### src/rtl/noc_local_iface_if.sv
// rtl/noc_local_iface_if.sv - core/router signal bundle for the NoC local interface
interface noc_local_iface_if;
    logic        tx_valid;
    logic        tx_ready;
    logic [7:0]  tx_dest;
    logic [7:0]  tx_payload;
    logic [15:0] net_data_o;
    logic        net_enable_o;
    logic        net_credit_i;
    logic [15:0] net_data_i;
    logic        net_enable_i;
    logic        net_credit_o;
    logic        rx_valid;
    logic        rx_ready;
    logic [15:0] rx_data;
    logic        credit_err;
    logic        rx_overflow;

    modport slave (
        input  tx_valid, tx_dest, tx_payload, net_credit_i, net_data_i, net_enable_i, rx_ready,
        output tx_ready, net_data_o, net_enable_o, net_credit_o, rx_valid, rx_data,
               credit_err, rx_overflow
    );

    modport master (
        output tx_valid, tx_dest, tx_payload, net_credit_i, net_data_i, net_enable_i, rx_ready,
        input  tx_ready, net_data_o, net_enable_o, net_credit_o, rx_valid, rx_data,
               credit_err, rx_overflow
    );
endinterface

### src/rtl/noc_local_iface.sv
// rtl/noc_local_iface.sv - credit-based TX path and RX FIFO between a core and its router local port
module noc_local_iface #(
    parameter int CREDITS  = 4,
    parameter int RX_DEPTH = 4
) (
    input  logic              clk,
    input  logic              rst,
    noc_local_iface_if.slave  bus
);
    localparam int CW = $clog2(CREDITS + 1);
    localparam int AW = $clog2(RX_DEPTH);
    localparam logic [CW-1:0] CREDITS_C = CW'(CREDITS);
    localparam logic [AW:0]   DEPTH_C   = (AW + 1)'(RX_DEPTH);

    logic [CW-1:0] credit_cnt;
    logic          tx_ready_w;
    logic          tx_hs;
    logic          net_enable_q;
    logic [15:0]   net_data_q;
    logic          credit_err_q;

    assign tx_ready_w = (credit_cnt != '0);
    assign tx_hs      = bus.tx_valid && tx_ready_w;

    // A credit arriving with a handshake cancels out, so only a lone credit can overflow the counter.
    always_ff @(posedge clk) begin
        if (rst) begin
            credit_cnt   <= CREDITS_C;
            net_enable_q <= 1'b0;
            net_data_q   <= '0;
            credit_err_q <= 1'b0;
        end else begin
            net_enable_q <= tx_hs;
            if (tx_hs) begin
                net_data_q <= {bus.tx_payload, bus.tx_dest};
            end
            if (tx_hs && !bus.net_credit_i) begin
                credit_cnt <= credit_cnt - 1'b1;
            end else if (!tx_hs && bus.net_credit_i) begin
                if (credit_cnt == CREDITS_C) begin
                    credit_err_q <= 1'b1;
                end else begin
                    credit_cnt <= credit_cnt + 1'b1;
                end
            end
        end
    end

    assign bus.tx_ready     = tx_ready_w;
    assign bus.net_enable_o = net_enable_q;
    assign bus.net_data_o   = net_data_q;
    assign bus.credit_err   = credit_err_q;

    logic [15:0]   rx_mem [RX_DEPTH];
    logic [AW-1:0] wr_ptr;
    logic [AW-1:0] rd_ptr;
    logic [AW:0]   count;
    logic          rx_valid_w;
    logic          rx_pop;
    logic          rx_full;
    logic          rx_wr;
    logic          net_credit_q;
    logic          rx_overflow_q;

    assign rx_valid_w = (count != '0);
    assign rx_pop     = rx_valid_w && bus.rx_ready;
    assign rx_full    = (count == DEPTH_C);
    // When full, a same-cycle pop frees the head slot, which is exactly where wr_ptr points.
    assign rx_wr      = bus.net_enable_i && (!rx_full || rx_pop);

    always_ff @(posedge clk) begin
        if (!rst && rx_wr) begin
            rx_mem[wr_ptr] <= bus.net_data_i;
        end
    end

    always_ff @(posedge clk) begin
        if (rst) begin
            wr_ptr        <= '0;
            rd_ptr        <= '0;
            count         <= '0;
            net_credit_q  <= 1'b0;
            rx_overflow_q <= 1'b0;
        end else begin
            if (rx_wr) begin
                wr_ptr <= wr_ptr + 1'b1;
            end
            if (rx_pop) begin
                rd_ptr <= rd_ptr + 1'b1;
            end
            if (rx_wr && !rx_pop) begin
                count <= count + 1'b1;
            end else if (!rx_wr && rx_pop) begin
                count <= count - 1'b1;
            end
            net_credit_q <= rx_pop;
            if (bus.net_enable_i && !rx_wr) begin
                rx_overflow_q <= 1'b1;
            end
        end
    end

    assign bus.rx_valid     = rx_valid_w;
    assign bus.rx_data      = rx_mem[rd_ptr];
    assign bus.net_credit_o = net_credit_q;
    assign bus.rx_overflow  = rx_overflow_q;
endmodule

### src/flat_wrapper.sv
// flat-port wrapper written by rule: the top's interface ports become plain ports
module noc_local_iface_flat 
#(
    parameter int CREDITS  = 4,
    parameter int RX_DEPTH = 4
)
  (clk, rst, bus_tx_valid, bus_tx_dest, bus_tx_payload, bus_net_credit_i, bus_net_data_i, bus_net_enable_i, bus_rx_ready, bus_tx_ready, bus_net_data_o, bus_net_enable_o, bus_net_credit_o, bus_rx_valid, bus_rx_data, bus_credit_err, bus_rx_overflow);
  noc_local_iface_if bus_i ();
  input  logic clk;
  input  logic rst;
  input wire logic [$bits(bus_i.tx_valid)-1:0] bus_tx_valid;
  input wire logic [$bits(bus_i.tx_dest)-1:0] bus_tx_dest;
  input wire logic [$bits(bus_i.tx_payload)-1:0] bus_tx_payload;
  input wire logic [$bits(bus_i.net_credit_i)-1:0] bus_net_credit_i;
  input wire logic [$bits(bus_i.net_data_i)-1:0] bus_net_data_i;
  input wire logic [$bits(bus_i.net_enable_i)-1:0] bus_net_enable_i;
  input wire logic [$bits(bus_i.rx_ready)-1:0] bus_rx_ready;
  output wire logic [$bits(bus_i.tx_ready)-1:0] bus_tx_ready;
  output wire logic [$bits(bus_i.net_data_o)-1:0] bus_net_data_o;
  output wire logic [$bits(bus_i.net_enable_o)-1:0] bus_net_enable_o;
  output wire logic [$bits(bus_i.net_credit_o)-1:0] bus_net_credit_o;
  output wire logic [$bits(bus_i.rx_valid)-1:0] bus_rx_valid;
  output wire logic [$bits(bus_i.rx_data)-1:0] bus_rx_data;
  output wire logic [$bits(bus_i.credit_err)-1:0] bus_credit_err;
  output wire logic [$bits(bus_i.rx_overflow)-1:0] bus_rx_overflow;
  assign bus_i.tx_valid = bus_tx_valid;
  assign bus_i.tx_dest = bus_tx_dest;
  assign bus_i.tx_payload = bus_tx_payload;
  assign bus_i.net_credit_i = bus_net_credit_i;
  assign bus_i.net_data_i = bus_net_data_i;
  assign bus_i.net_enable_i = bus_net_enable_i;
  assign bus_i.rx_ready = bus_rx_ready;
  assign bus_tx_ready = bus_i.tx_ready;
  assign bus_net_data_o = bus_i.net_data_o;
  assign bus_net_enable_o = bus_i.net_enable_o;
  assign bus_net_credit_o = bus_i.net_credit_o;
  assign bus_rx_valid = bus_i.rx_valid;
  assign bus_rx_data = bus_i.rx_data;
  assign bus_credit_err = bus_i.credit_err;
  assign bus_rx_overflow = bus_i.rx_overflow;
  noc_local_iface #(.CREDITS(CREDITS), .RX_DEPTH(RX_DEPTH)) u_core (.clk(clk), .rst(rst), .bus(bus_i));
endmodule
### config.mk
export PLATFORM = sky130hd
export DESIGN_NAME = noc_local_iface_flat
export DESIGN_NICKNAME = d
export VERILOG_FILES = /design/src/rtl/noc_local_iface_if.sv /design/src/rtl/noc_local_iface.sv /design/src/flat_wrapper.sv
export SDC_FILE = /design/constraint.sdc
export NUM_CORES = 1
export LEC_CHECK = 0
export ABC_AREA = 1
export CORE_ASPECT_RATIO = 0.7
export CORE_MARGIN = 2
export CORE_UTILIZATION = 45
export DETAILED_ROUTE_END_ITERATION = 10
export PLACE_DENSITY = 0.74
export SYNTH_ARGS = -nofsm -noshare
export SYNTH_HDL_FRONTEND = slang
export SYNTH_SLANG_ARGS = --single-unit
export TNS_END_PERCENT = 5
### constraint.sdc
create_clock -name clk -period 2.8 [get_ports clk]
set_input_delay 0.84 -clock clk [delete_from_list [all_inputs] [get_ports clk]]
set_output_delay 0.84 -clock clk [all_outputs]
set_load 0.005 [all_outputs]
======== Word-level counts from Yosys, hierarchy flattened ========
Memories as Yosys holds them, arrays and structs flattened. A register that Yosys moved wholly into a read port is not among the register bits.
Index checks and enable logic that the tools add are counted.
word-level totals
  bits in registers ....................... 30
  latch bits .............................. 0
  memory bits (writable) .................. 64
  ROM bits ................................ 0
  input bits .............................. 38
  output and inout bits ................... 38
  memories kept ........................... 1
cells by class
  $add $sub $neg .......................... 6
  multiply operators ...................... 0
  divide/modulo/power cells ............... 0
  order comparisons ....................... 0
  equal/unequal tests ..................... 3
  shift-type cells ........................ 0
  mux-type cells .......................... 9
  bitwise gates (word level) .............. 1
  reductions and logical operators ........ 22
memories
  name           depth  width  read ports  clocked after Yosys merged registers in  write ports  line                   text
  u_core.rx_mem  4      16     1           1                                        1            noc_local_iface.sv:54  logic [15:0] rx_mem [RX_DEPTH];
operators with widths
  kind                                                   number
  2-to-1 mux 3 bit                                       5
  logical AND 1 bit                                      9
  adder 3 x 1 -> 3 bit, second input constant            2
  equality test 3 bit, second input constant             2
  zero test 1 bit                                        6
  nonzero test 3 bit                                     2
  subtractor 3 x 1 -> 3 bit, second input constant       2
  adder 2 x 1 -> 2 bit, second input constant            2
  2-to-1 mux 2 bit                                       2
  nonzero test 2 bit                                     2
  AND reduction 3 bit                                    1
  2-to-1 mux 1 bit                                       2
  inequality test 2 x 1 -> 1 bit, second input constant  1
  AND reduction 2 bit                                    1
  logical OR 1 bit                                       1
  NOT 1 bit                                              1

======== Logic depth before layout (Yosys ltp) ========
Gate-level depths: netlist of run 1.
  depth in word-level cells ............... 8
  gate-level depth with buffers ........... 13
  mapped depth without buffers ............ 12

======== Least setup slack after synthesis of run 1 ========
OpenSTA, ideal clock, no wires.
  path type ............................... input to register
  from .................................... input port rst
  to ...................................... memory u_core.rx_mem[0][0] (enable)
  data arrival time ....................... 1.951 ns
  data required time ...................... 2.411 ns
  path slack .............................. 0.461 ns
  cell stages on the path ................. 4
  buffers on the path ..................... 1
  path through ............................ buf_2 > inv_1 > nand3_1 > nor2_1
between the ends
  longest elaborated chain between the ends .. 4
ends and longest elaborated chain
  item                                    line                   text
  start, declared                         flat_wrapper.sv:10     input logic rst;
  zero test 1 bit                         noc_local_iface.sv:72  if (!rst && rx_wr) begin
  logical AND 1 bit                       noc_local_iface.sv:72
  2-to-1 mux 1 bit                        noc_local_iface.sv:72
  2-to-1 mux 1 bit (implied by the code)  noc_local_iface.sv:73  rx_mem[wr_ptr] <= bus.net_data_i;
  end, declared                           noc_local_iface.sv:54
No other way between the ends.

==> impl_results.md, run 1 <==
- Required time reported for the critical path endpoint: 1.96 ns
- Yosys top cell area share: 0.504
- Top-count cell post-synth: nor2_1
- Count of input and output buffers: 75
- Synthesized net count: 389
- Clk root buf: clkbuf_16
- Fraction of the yosys area taken by sequential cells: 0.672
- Total I/O pin count: 76
- Vias/cell: 5.00
- Share of async-settable or async-resettable flops after synthesis: 0
- Die Y-Extent: 81.0 µm
- Final std cell area, no fill: 5040 µm²
- Antenna cell count: 0
- Setup-violating endpoint count in the final report: 0
- Routability cong.: 0.767
- Worst-case clock buffer depth: 2
- DP Worst Slack: 0.0410 ns
- Row Count: 28
- Std-Cell Core Area: 8340 µm²
- Endpoint arrival time on the critical path: 1.80 ns
- Total CTS buffers: 9
- Most instantiated flip-flop cell in the synthesis netlist: edfxtp_1
- Maximum operating frequency: 0.379 GHz
- Total number of vias: 2690
- Antenna violations before repair: 0
- Width of the die: 114 µm
- Latest clock arrival within the worst-skew pair: 0.34 ns
- # fillers: 675
- Setup TNS: 0 ns
- Final number of max-transition violations: 0
- Post-route clock period utilization: 0.942
- Per-instance average area after synthesis: 11.1 µm²
- Wire length of the first global-routing pass: 12500 µm
- Sink Count: 96
- Number of max-capacitance violations reported: 0
- Hold Fails Final Rpt: 0
- Most instantiated cells after synthesis: 70 x nor2_1, 64 x edfxtp_1, 50 x o21ai_0
- Worst Tran Pin Value: 0.304 ns
- Unrepaired setup endpoints after global routing: no
- Final core occ: 0.605
- Clock-pin transition on the worst setup and hold timing paths: 0.07 ns
- EDFF count, synth: 64
- Total Die Area: 9230 µm²
- Crit path capture type: primary output
- Total Routing Usage GR: 0.178
- Static leakage power: 1.87 nW
- Top cell type by total area after synthesis: edfxtp_1
- Placed wire-length estimate: 5170 µm
- Post-route DRC: 0
- Setup ws final: 0.162 ns
- CTS H-tree depth: 3
- Peak fanout along the critical path: 32
- Largest net degree at the start of global routing: 33
- Net count reported at finish: 475
- Total iterations of the first detailed-routing run: 4
- Library cells used by synthesis: 25
- Worst clock skew on the final layout: 0.00701 ns
- Aggregate global routing overflow: 0
- Flop and latch count out of synthesis: 96
- Final ANT Viol Nets: 0
- Number of design-rule violations left by the first detailed-router iteration: 217
- Worst hold path type: flip-flop to flip-flop
- Aggregate routed wire length: 7760 µm
- Slew headroom: 0.797
- Hold-fix buffers, CTS: 0
- Total buffers and inverters traversed by the critical path: 2
- Largest cells by area after synthesis: edfxtp_1 50%, dfxtp_1 17%, nor2_1 6.9%
- Power per cell area: 829 nW/µm²
- Routed wirelength normalized by instance count: 14.4 µm
- Post-synthesis cell count: 342
- Total of warnings raised by yosys: 0
- Cell family with most CP delay: buffers and inverters
- Initial core utilization: 0.457
- Outcome: finished, final reports clean
- Crit path cell chain: inv_4, o21ai_0, o22ai_1, clkdlybuf4s50_1
- TritonCTS clock tree: done
- Number of global-route vias before repair: 2640
- Largest stage delay, worst path: 0.54 ns
- Post-route minimum period: 2.64 ns
- Power consumption: 4.18 mW
- Area growth from synthesis to final layout: 32.3%
- Placement Cell Area: 4750 µm²
- WHS: 0.455 ns
- Critical-path cell with the highest stage delay: clkdlybuf4s50_1
- Post-route insts no fill: 538
- Kind of critical path: flip-flop to primary output
- Setup Buffers After CTS: 0
- Launching element type of the critical path: flip-flop
- Max VDD drop: 0.350 mV
- Placed cell count: 522
- Proportion of layout cells with a drive suffix above 1: 0.106
- Cell area after technology mapping: 3810 µm²
-- cells in the final DEF (no fill, tap or decap), types with 12 or more instances in the layout --
cell type	Yosys	layout
clkdlybuf4s50_1	0	75
nor2_1	70	70
edfxtp_1	64	64
o21ai_0	50	50
dfxtp_1	32	31
inv_1	24	24
nand2_1	23	23
o22ai_1	16	16
nand3_1	12	12
-- path summary, 6_finish.rpt --
path                               start                      to  slack (ns)  depth (start not counted)
setup reg to reg         u_core.count[0]         u_core.count[2]        0.88                         12
setup / recovery               flip-flop         bus_rx_data[11]        0.16                          4
hold reg to reg   u_core.bus.rx_overflow  u_core.bus.rx_overflow        0.46                          2
hold / removal    u_core.bus.rx_overflow  u_core.bus.rx_overflow        0.46                          2
-- routing by layer --
| metal | part of all wire | GRT usage | wire length (µm) | vias to the layer above |
|---|---|---|---|---|
| met5 | 0 | 0 | 0 | - |
| met4 | 0.013 | 0.0549 | 97 | 0 |
| met3 | 0.033 | 0.0522 | 257 | 9 |
| met2 | 0.50 | 0.300 | 3840 | 49 |
| met1 | 0.46 | 0.224 | 3560 | 1285 |
| li1 | - | - | - | 1347 |
-- sequential cells by signal (all words and copies together), names as in the netlist, named ones only --
| signal | cells |
|---|---|
| u_core.rx_mem | 64 |
| u_core.bus.net_data_o | 16 |
| u_core.count | 3 |
| u_core.credit_cnt | 3 |
| u_core.rd_ptr | 2 |
| u_core.wr_ptr | 2 |
| u_core.bus.credit_err | 1 |
| u_core.bus.net_credit_o | 1 |
| u_core.bus.net_enable_o | 1 |
| u_core.bus.rx_overflow | 1 |
-- layout make-up --
type,count,area [µm²],area share
clock buffer,9,225,0.0447
inverter,27,111,0.0221
timing repair buffer,88,890,0.176
tap,105,131,0.0261
multi-input combinational,206,1060,0.210
clock inverter,7,61.3,0.0122
sequential,96,2560,0.508
-- logic make-up after synthesis --
group / count (synthesis) / synth area share
DFF: 96 / 0.672
AOI/OAI and AO/OA: 77 / 0.106
and+or+nand+nor: 120 / 0.138
buffers and inverters: 40 / 0.0496
adders and majority gates: 9 / 0.0335
-- report_power, final --
| part | switching (mW) | leakage (nW) | total (mW) | internal [mW] |
|---|---|---|---|---|
| logic | 0.646 | 0.886 | 1.26 | 0.612 |
| registers | 0.106 | 0.846 | 1.77 | 1.67 |
| clock network | 0.529 | 0.135 | 1.15 | 0.618 |
-- tightest hold or removal path, cell delays in order (launching register included) --
cell and delay [ns]:
dfxtp_1 0.31, inv_1 0.05, a21oi_1 0.05
-- timing repair --
item	in CTS	in global routing
endpoints found under the setup margin	6	3
resized for setup	1	2
gates cloned	0	0
No activity file was read; power rests on OpenSTA's default activity.
==> run 2, diff against run 1 <==
SKIP_CTS_REPAIR_TIMING = 1   (was not set)
==> results of run 2 <==
Same layout as run 1: the final DEF is identical, and so are final timing and power.
==> run 3, diff against run 2 <==
MAX_ROUTING_LAYER = met4   (was not set)
RECOVER_POWER = 25   (was not set)
==> run 3 against run 2 <==
Net effect:
- sequential power is essentially flat
- critical path depth grew 1
- wire length shrank 0.39%
- non-clock buffer count is the same
- setup slack gained 0.00065 ns
- register-to-register slack is essentially flat
- fmax is essentially flat
- clock-buffer cell count is the same
- via count shrank 0.89%
- clock power is essentially flat
- sequential cell count is the same
- global-route usage grew 0.47 points
- critical endpoint unchanged
- highest routed layer unchanged
==> impl_results.md, run 3 (synthesized netlist as in run 1, its figures left out) <==
- Outcome: finished, final reports clean
- Vias/cell: 4.96 (-0.89%)
- Count of input and output buffers: 75 (unchanged)
- Aggregate routed wire length: 7730 µm (-0.39%)
- Critical path destination: bus_rx_data[11]
- Post-route DRC: 0 (unchanged)
- Max VDD drop: 0.350 mV (about the same)
- Peak fanout along the critical path: 11 (-66%)
- Launching point of the worst reg2reg path: u_core.count[0]
- Clock-pin transition on the worst setup and hold timing paths: 0.07 ns (about the same)
- TritonCTS clock tree: done
- Number of max-capacitance violations reported: 0 (unchanged)
- Final number of max-transition violations: 0 (unchanged)
- Slew headroom: 0.797 (about the same)
- Met2 routing resource usage after global routing: 0.299 (-0.00119)
- Final ANT Viol Nets: 0 (unchanged)
- Hold Fails Final Rpt: 0 (unchanged)
- Proportion of layout cells with a drive suffix above 1: 0.106 (unchanged)
- Worst hold path type: flip-flop to flip-flop
- Routability cong.: 0.777 (+1.3%)
- Placed cell count: 522 (unchanged)
- Worst Tran Pin Value: 0.304 ns (-0.000491 ns)
- Total Routing Usage GR: 0.182 (+0.00475)
- Aggregate global routing overflow: 0 (unchanged)
- Sink Count: 96 (unchanged)
- Max reg flops: 64 (unchanged)
- Post-route minimum period: 2.64 ns (-0.000653 ns)
- Commonest non-fill, non-tap cell in the layout: nor2_1
- Row Count: 28 (unchanged)
- R2R setup slack: 0.88 ns (about the same)
- Crit path capture type: primary output
- Antenna violations before repair: 0 (unchanged)
- Clk root buf: clkbuf_16
- Power per cell area: 828 nW/µm² (-0.11%)
- Area growth from synthesis to final layout: 32.3% (unchanged)
- Post-route clock period utilization: 0.942 (about the same)
- Antenna cell count: 0 (unchanged)
- Worst clock skew on the final layout: 0.00949 ns (+0.00248 ns)
- Number of cells on the worst reg-to-reg path: 12 (unchanged)
- Placed wire-length estimate: 5170 µm (unchanged)
- Total Die Area: 9230 µm² (unchanged)
- Maximum operating frequency: 0.379 GHz (about the same)
- Static leakage power: 1.87 nW (+0.18%)
- DP Worst Slack: 0.0410 ns (unchanged)
- Width of the die: 114 µm (unchanged)
- Setup-violating endpoint count in the final report: 0 (unchanged)
- Total number of vias: 2666 (-0.89%)
- Highest-count cells in the layout ignoring fill and taps: 70 x nor2_1, 64 x edfxtp_1, 62 x clkdlybuf4s50_1
- Met3 routing resource usage after global routing: 0.0448 (-0.00746)
- Setup ws final: 0.162 ns (+0.000653 ns)
- Met1 Use GR: 0.226 (+0.00244)
- Number of design-rule violations left by the first detailed-router iteration: 198 (-8.8%)
- Net count reported at finish: 475 (unchanged)
- Number of global-route vias before repair: 2643 (+0.11%)
- CTS H-tree depth: 3 (unchanged)
- Total iterations of the first detailed-routing run: 4 (unchanged)
- RR Endpoint: u_core.count[2]
- Post-route insts no fill: 538 (unchanged)
- Routed wirelength normalized by instance count: 14.4 µm (-0.39%)
- Std-Cell Core Area: 8340 µm² (unchanged)
- Required time reported for the critical path endpoint: 1.96 ns (about the same)
- Largest net degree at the start of global routing: 33 (unchanged)
- Die Y-Extent: 81.0 µm (unchanged)
- Launching element type of the critical path: flip-flop
- Endpoint arrival time on the critical path: 1.80 ns (about the same)
- Total I/O pin count: 76 (unchanged)
- Setup TNS: 0 ns (unchanged)
- Wire length of the first global-routing pass: 12500 µm (about the same)
- Reg with most FFs: u_core.rx_mem
- Unrepaired setup endpoints after global routing: no
- Kind of critical path: flip-flop to primary output
- Initial core utilization: 0.457 (unchanged)
- Latest clock arrival within the worst-skew pair: 0.34 ns (about the same)
- Total CTS buffers: 9 (unchanged)
- Worst-case clock buffer depth: 2 (unchanged)
- Top Usage Layer GRT: met2
==> run 3: changes by cell type in the layout (fill, tap and decap cells not counted), sizes merged <==
cell           delta
dlygate4sd3      +13
clkdlybuf4s50    -13
==> run 3: metal layers <==
metal / part of all wire / wire, µm
met4: 0.016 / 124
met3: 0.031 / 242
met2: 0.49 / 3800
met5: 0 / 0
met1: 0.46 / 3560
==> run 3: layout make-up <==
| type | instances | area (µm²) |
|---|---|---|
| well taps | 105 | 131 |
| flip-flops and latches | 96 | 2560 |
| clock inverters | 7 | 61.3 |
| clock buffers | 9 | 225 |
| multi-input cells | 206 | 1060 |
| fillers | 675 | 3300 |
| inverters | 27 | 111 |
| repair buffers | 88 | 890 |
==> run 3: power by group <==
part | leakage [nW] | internal, mW | switching [mW]
combinational | 0.890 | 0.609 | 0.646
clock | 0.135 | 0.618 | 0.528
sequential | 0.846 | 1.67 | 0.106
==> run 3: critical path: stages (launching register included) <==
cell	delay, ns
dfxtp_1	0.31
inv_1	0.16
buf_6	0.18
o21ai_0	0.09
o22ai_1	0.17
clkdlybuf4s50_1	0.54
==> run 3: worst min path at each step <==
stage / startpoint / endpoint / slack [ns] / depth (start not counted)
6_report: u_core.bus.rx_overflow / u_core.bus.rx_overflow / 0.46 / 2
5_1_grt: u_core.bus.rx_overflow / u_core.bus.rx_overflow / 0.48 / 2
4_1_cts: u_core.bus.rx_overflow / u_core.bus.rx_overflow / 0.46 / 2
3_5_place_dp: u_core.bus.rx_overflow / u_core.bus.rx_overflow / 0.45 / 2
3_3_place_gp: u_core.bus.credit_err / u_core.bus.credit_err / 0.44 / 2
2_1_floorplan: u_core.bus.credit_err / u_core.bus.credit_err / 0.45 / 2
==> run 3: stage by stage <==
step	instance area [µm²]	hold slack (ns)	utilization	power [mW]
finish	5040	0.455	0.605	4.18
global route	5040	0.484	0.605	4.41
CTS	5030	0.459	0.604	4.21
detailed placement	4750	0.448	0.569	3.06
global placement	4750	0.436	0.569	3.01
floorplan	3810	0.447	-	2.48
